### config.mk
export PLATFORM = sky130hd
export DESIGN_NAME = audio_tone_gen_flat
export DESIGN_NICKNAME = d
export VERILOG_FILES = /design/src/rtl/audio_tone_gen_if.sv /design/src/rtl/audio_tone_gen.sv /design/src/flat_wrapper.sv
export SDC_FILE = /design/constraint.sdc
export NUM_CORES = 1
export LEC_CHECK = 0
export ABC_AREA = 1
export CAP_MARGIN = 20
export CORE_ASPECT_RATIO = 0.5
export CORE_MARGIN = 2
export CORE_UTILIZATION = 45
export CTS_BUF_LIST = sky130_fd_sc_hd__clkbuf_16
export DETAILED_ROUTE_END_ITERATION = 10
export PLACE_DENSITY = 0.65
export SYNTH_ARGS = -nofsm -noshare
export SYNTH_HDL_FRONTEND = slang
export SYNTH_SLANG_ARGS = --single-unit
### constraint.sdc
create_clock -name clk -period 4.5 [get_ports clk]
set_input_delay 0.9 -clock clk [delete_from_list [all_inputs] [get_ports clk]]
set_output_delay 0.9 -clock clk [all_outputs]
set_load 0.03 [all_outputs]
### src/rtl/audio_tone_gen_if.sv
// Note-stream link between the note player (master) and the tone generator (slave).
// The request signals run toward the generator, and the speaker and status signals come back.
interface audio_tone_gen_if #(
   parameter int unsigned NOTE_W = 20
);
   logic              enable;
   logic [NOTE_W-1:0] note;
   logic              spk;
   logic              active;
   logic              note_strobe;
   logic [NOTE_W-1:0] cur_note;

   modport master (
      output enable,
      output note,
      input  spk,
      input  active,
      input  note_strobe,
      input  cur_note
   );

   modport slave (
      input  enable,
      input  note,
      output spk,
      output active,
      output note_strobe,
      output cur_note
   );
endinterface

### src/rtl/audio_tone_gen.sv
// Glitch-free square-wave speaker driver. The note word is a half-period in clk cycles.
// Note changes are adopted only at half-period boundaries, and an optional silent gap separates two different notes.
module audio_tone_gen #(
   parameter int unsigned NOTE_W     = 20,
   parameter int unsigned MIN_HALF   = 2,
   parameter int unsigned GAP_CYCLES = 500000
) (
   input logic              clk,
   input logic              rst,
   audio_tone_gen_if.slave  bus
);

   localparam int unsigned GAP_W = (GAP_CYCLES > 1) ? $clog2(GAP_CYCLES) : 1;
   localparam logic [GAP_W-1:0] GAP_LAST = GAP_W'((GAP_CYCLES > 0) ? GAP_CYCLES - 1 : 0);
   localparam logic [NOTE_W-1:0] MIN_NOTE = NOTE_W'(MIN_HALF);

   generate
      if (MIN_HALF < 1) begin : g_bad_min_half
         $error("audio_tone_gen: MIN_HALF must be at least 1");
      end
   endgenerate

   typedef enum logic [1:0] {
      IDLE = 2'd0,
      PLAY = 2'd1,
      GAP  = 2'd2
   } state_e;

   state_e            state_q;
   logic              spk_q;
   logic              active_q;
   logic              strobe_q;
   logic [NOTE_W-1:0] cur_note_q;
   logic [NOTE_W-1:0] cnt_q;
   logic [GAP_W-1:0]  gap_cnt_q;

   logic valid;
   logic boundary;
   logic same_note;

   assign valid     = bus.enable && (bus.note >= MIN_NOTE);
   // cur_note_q is at least MIN_HALF (>= 1) whenever PLAY is active, so the subtraction cannot wrap.
   assign boundary  = (cnt_q == (cur_note_q - NOTE_W'(1)));
   assign same_note = (bus.note == cur_note_q);

   always_ff @(posedge clk) begin
      if (rst) begin
         state_q    <= IDLE;
         spk_q      <= 1'b0;
         active_q   <= 1'b0;
         strobe_q   <= 1'b0;
         cur_note_q <= '0;
         cnt_q      <= '0;
         gap_cnt_q  <= '0;
      end else begin
         strobe_q <= 1'b0;
         case (state_q)
            IDLE: begin
               spk_q    <= 1'b0;
               active_q <= 1'b0;
               if (valid) begin
                  cur_note_q <= bus.note;
                  cnt_q      <= '0;
                  strobe_q   <= 1'b1;
                  active_q   <= 1'b1;
                  state_q    <= PLAY;
               end
            end

            PLAY: begin
               if (boundary) begin
                  cnt_q <= '0;
                  if (!valid) begin
                     spk_q      <= 1'b0;
                     cur_note_q <= '0;
                     active_q   <= 1'b0;
                     state_q    <= IDLE;
                  end else if (same_note) begin
                     spk_q <= ~spk_q;
                  end else if (GAP_CYCLES > 0) begin
                     spk_q      <= 1'b0;
                     gap_cnt_q  <= '0;
                     cur_note_q <= '0;
                     active_q   <= 1'b0;
                     state_q    <= GAP;
                  end else begin
                     cur_note_q <= bus.note;
                     spk_q      <= ~spk_q;
                     strobe_q   <= 1'b1;
                  end
               end else begin
                  cnt_q <= cnt_q + NOTE_W'(1);
               end
            end

            GAP: begin
               spk_q    <= 1'b0;
               active_q <= 1'b0;
               if (gap_cnt_q == GAP_LAST) begin
                  gap_cnt_q <= '0;
                  if (valid) begin
                     cur_note_q <= bus.note;
                     cnt_q      <= '0;
                     strobe_q   <= 1'b1;
                     active_q   <= 1'b1;
                     state_q    <= PLAY;
                  end else begin
                     state_q <= IDLE;
                  end
               end else begin
                  gap_cnt_q <= gap_cnt_q + GAP_W'(1);
               end
            end

            default: begin
               spk_q      <= 1'b0;
               active_q   <= 1'b0;
               cur_note_q <= '0;
               state_q    <= IDLE;
            end
         endcase
      end
   end

   assign bus.spk         = spk_q;
   assign bus.active      = active_q;
   assign bus.note_strobe = strobe_q;
   assign bus.cur_note    = cur_note_q;

endmodule

### src/flat_wrapper.sv
// flat-port wrapper written by rule: the top's interface ports become plain ports
module audio_tone_gen_flat 
#(
   parameter int unsigned NOTE_W     = 20,
   parameter int unsigned MIN_HALF   = 2,
   parameter int unsigned GAP_CYCLES = 500000
)
  (clk, rst, bus_enable, bus_note, bus_spk, bus_active, bus_note_strobe, bus_cur_note);
  audio_tone_gen_if #(.NOTE_W(NOTE_W)) bus_i ();
  input logic clk;
  input logic rst;
  input wire logic [$bits(bus_i.enable)-1:0] bus_enable;
  input wire logic [$bits(bus_i.note)-1:0] bus_note;
  output wire logic [$bits(bus_i.spk)-1:0] bus_spk;
  output wire logic [$bits(bus_i.active)-1:0] bus_active;
  output wire logic [$bits(bus_i.note_strobe)-1:0] bus_note_strobe;
  output wire logic [$bits(bus_i.cur_note)-1:0] bus_cur_note;
  assign bus_i.enable = bus_enable;
  assign bus_i.note = bus_note;
  assign bus_spk = bus_i.spk;
  assign bus_active = bus_i.active;
  assign bus_note_strobe = bus_i.note_strobe;
  assign bus_cur_note = bus_i.cur_note;
  audio_tone_gen #(.NOTE_W(NOTE_W), .MIN_HALF(MIN_HALF), .GAP_CYCLES(GAP_CYCLES)) u_core (.clk(clk), .rst(rst), .bus(bus_i));
endmodule
==> results.sh <==
export IMPL_grt_pass1_vias=4303
export IMPL_cts_root_buffer_cell="clkbuf_16"
export IMPL_crit_required_ps=4680
export IMPL_first_pass_iters=5
export IMPL_drc=0
export IMPL_n_antenna_cell=0
export IMPL_clock_latency_ps=330
export IMPL_ir_drop_mv=0.177
export IMPL_reg2reg_slack_ps=1410
export IMPL_grt_pass1_wl_mm=21.2
export IMPL_cp_max_fo=20
export IMPL_yosys_warnings=0
export IMPL_grt_ovfl_total=0
export IMPL_worstHoldPathType="flop to flop"
export IMPL_ys_async_sr_fraction_pct=0
export IMPL_synth_edff_count=0
export IMPL_finalSetupViolations=0
export IMPL_seq_area_frac_synth_pct=26.6
export IMPL_clkSinkCount=64
export IMPL_rows=26
export IMPL_startpoint_type="flop"
export IMPL_drive_gt1_share_pct=12.7
export IMPL_reg2reg_to="u_core.bus.cur_note[11]$_SDFFE_PP0P_"
export IMPL_postRouteAntennaNets=0
export IMPL_crit_start="u_core.gap_cnt_q[0]$_SDFFE_PP0P_"
export IMPL_die_height_um=77.1
export IMPL_hold_violations=0
export IMPL_timing_fmax_ghz=0.323
export IMPL_num_fill_cells=1015
export IMPL_drv_cap=0
export IMPL_pin_count=46
export IMPL_path_class="flop to flop"
export IMPL_power_w=0.00170
export IMPL_hpwl_mm=9.50
export IMPL_setup_tns_ps=0
export IMPL_cts_max_level=3
export IMPL_rsz0062_at_grt="no"
export IMPL_grt_max_degree=51
export IMPL_vias=4733
export IMPL_coreArea_um2=10300
export IMPL_fp_dieArea_um2=11600
export IMPL_power_density_nw_per_um2=303
export IMPL_io_buffers=45
export IMPL_fp_dieW_um=150
export IMPL_slew_headroom_pct=46.2
export IMPL_synth_cell_types=42
export IMPL_wirelength_mm=12.8
export IMPL_syn_num_nets=765
export IMPL_cts_resized=0
export IMPL_path_clk_slew_ps=50
export IMPL_antenna_found_initial=0
export IMPL_start_util_pct=46.6
export IMPL_drtIter0Drc=267
export IMPL_ys_ff_latch=64
export IMPL_min_period_ps=3090
export IMPL_pre_cts_ws_ps=1170
export IMPL_crit_path_end="u_core.bus.cur_note[11]$_SDFFE_PP0P_"
export IMPL_final_cell_mix="nand2_1, nor2_1, nand3_1, inv_1, dfxtp_1"
export IMPL_end_kind="flop"
export IMPL_cts_made_buffers=9
export IMPL_tightestPinTransition_ps=805
export IMPL_fin_nets=795
export IMPL_cts_hold_buf=0
export IMPL_syn_area_per_cell_um2=6.51
export IMPL_syn_instance_count=739
export IMPL_hold_path_depth=2
export IMPL_period_share_pct=68.8
export IMPL_regToRegStartpoint="u_core.gap_cnt_q[0]$_SDFFE_PP0P_"
export IMPL_netlist_area_um2=4810
export IMPL_grt_total_usage_pct=22.7
export IMPL_reg2reg_depth=10
export IMPL_via_per_inst=5.18
export IMPL_setup_slack_ps=1410
export IMPL_fin_util_pct=54.4
export IMPL_cts_setup_buffers=0
export IMPL_cts_tree="yes"
export IMPL_leakage_nw=2.12
export IMPL_gp_congestion=0.898
export IMPL_worst_clock_skew_ps=9.91
export IMPL_wire_per_inst_um=14.0
export IMPL_final_max_slew_violation_count=0
export IMPL_outcome="complete, no violations"
export IMPL_cp_arrival_ps=3280
export IMPL_synth_top_flop_cell="dfxtp_1"
export IMPL_cts_buffer_depth=2
export IMPL_final_common_cell="nand2_1"
export IMPL_areaGrowthSynthToFinish_pct=16.6
[power breakdown]
| part | switching, W | total [W] | internal (W) |
|---|---|---|---|
| logic | 0.000232 | 0.000369 | 0.000137 |
| clock network | 0.000246 | 0.000720 | 0.000474 |
| registers | 0.0000287 | 0.000610 | 0.000581 |
| total | 0.000506 | 0.00170 | 0.00119 |
[critical path, stage by stage, from the launching register on]
cell and delay, ps:
dfxtp_1 490, ha_1 320, nand3_1 200, nor4_1 230, nand4_1 440, nand2_1 280
nand2_1 80, clkinv_1 50, nand3_2 540, nand2_2 250, a21oi_2 70
[synth_stat cells (all sizes together) (3+ instances only)]
| cell | count | area share (%) |
|---|---|---|
| clkbuf | 20 | 1.6 |
| nand3 | 76 | 8.7 |
| xor2 | 29 | 5.3 |
| nor4 | 17 | 2.2 |
| ha | 3 | 0.78 |
| nand4 | 27 | 3.5 |
| nand2 | 200 | 17 |
| nor2 | 88 | 8.1 |
| inv | 74 | 5.8 |
| nor3b | 5 | 0.99 |
| o21ai | 7 | 0.73 |
| xnor2 | 21 | 3.8 |
| or2 | 9 | 1.2 |
| dfxtp | 64 | 27 |
| o21bai | 3 | 0.78 |
| buf | 9 | 1.5 |
| a21oi | 52 | 7.1 |
| nand3b | 11 | 1.7 |
| nor3 | 19 | 2.0 |
[routing by layer]
| metal | track usage, % | vias up | part of all wire, % |
|---|---|---|---|
| met5 | 0 | - | 0 |
| met1 | 31.6 | 2146 | 50 |
| li1 | - | 2468 | - |
| met4 | 4.81 | 0 | 0.93 |
| met3 | 5.60 | 12 | 5.9 |
| met2 | 35.5 | 107 | 43 |
[cells by family after synthesis]
| family | synth area share (%) |
|---|---|
| AO/OA/AOI/OAI | 8.90 |
| AND/OR/NAND/NOR | 45.6 |
| flip-flops | 26.6 |
| buffers and inverters | 8.93 |
| XOR/XNOR | 9.11 |
| adder cells (fa/ha/maj) | 0.781 |
[final cells by class]
cell class / instances / area, um^2 / share of cell area (%)
multi-input combinational: 571 / 3100 / 55.3
sequential: 64 / 1280 / 22.9
timing repair buffer: 48 / 468 / 8.35
inverter: 75 / 282 / 5.02
clock buffer: 9 / 225 / 4.02
tap: 140 / 175 / 3.12
clock inverter: 6 / 76.3 / 1.36
[registers in the layout (all words and copies together), names as in the netlist]
signal and count:
u_core.bus.active 1, u_core.bus.cur_note 20, u_core.bus.note_strobe 1, u_core.bus.spk 1, u_core.cnt_q 20, u_core.gap_cnt_q 19
u_core.state_q 2
[per-stage QoR]
step,hold slack [ps],instance area (um^2),std cells
detailed placement,493,5300,898
finish,505,5610,913
CTS,504,5610,913
global placement,483,5300,898
global route,516,5610,913
floorplan,470,4810,739
[worst min-delay path by stage]
stage                                           start                                 to
global placement    u_core.gap_cnt_q[16]$_SDFFE_PP0P_  u_core.gap_cnt_q[16]$_SDFFE_PP0P_
finish              u_core.gap_cnt_q[16]$_SDFFE_PP0P_  u_core.gap_cnt_q[16]$_SDFFE_PP0P_
floorplan           u_core.gap_cnt_q[15]$_SDFFE_PP0P_  u_core.gap_cnt_q[15]$_SDFFE_PP0P_
CTS                 u_core.gap_cnt_q[16]$_SDFFE_PP0P_  u_core.gap_cnt_q[16]$_SDFFE_PP0P_
detailed placement  u_core.gap_cnt_q[15]$_SDFFE_PP0P_  u_core.gap_cnt_q[15]$_SDFFE_PP0P_
global route        u_core.gap_cnt_q[16]$_SDFFE_PP0P_  u_core.gap_cnt_q[16]$_SDFFE_PP0P_
(Power assumes the default switching activity.)
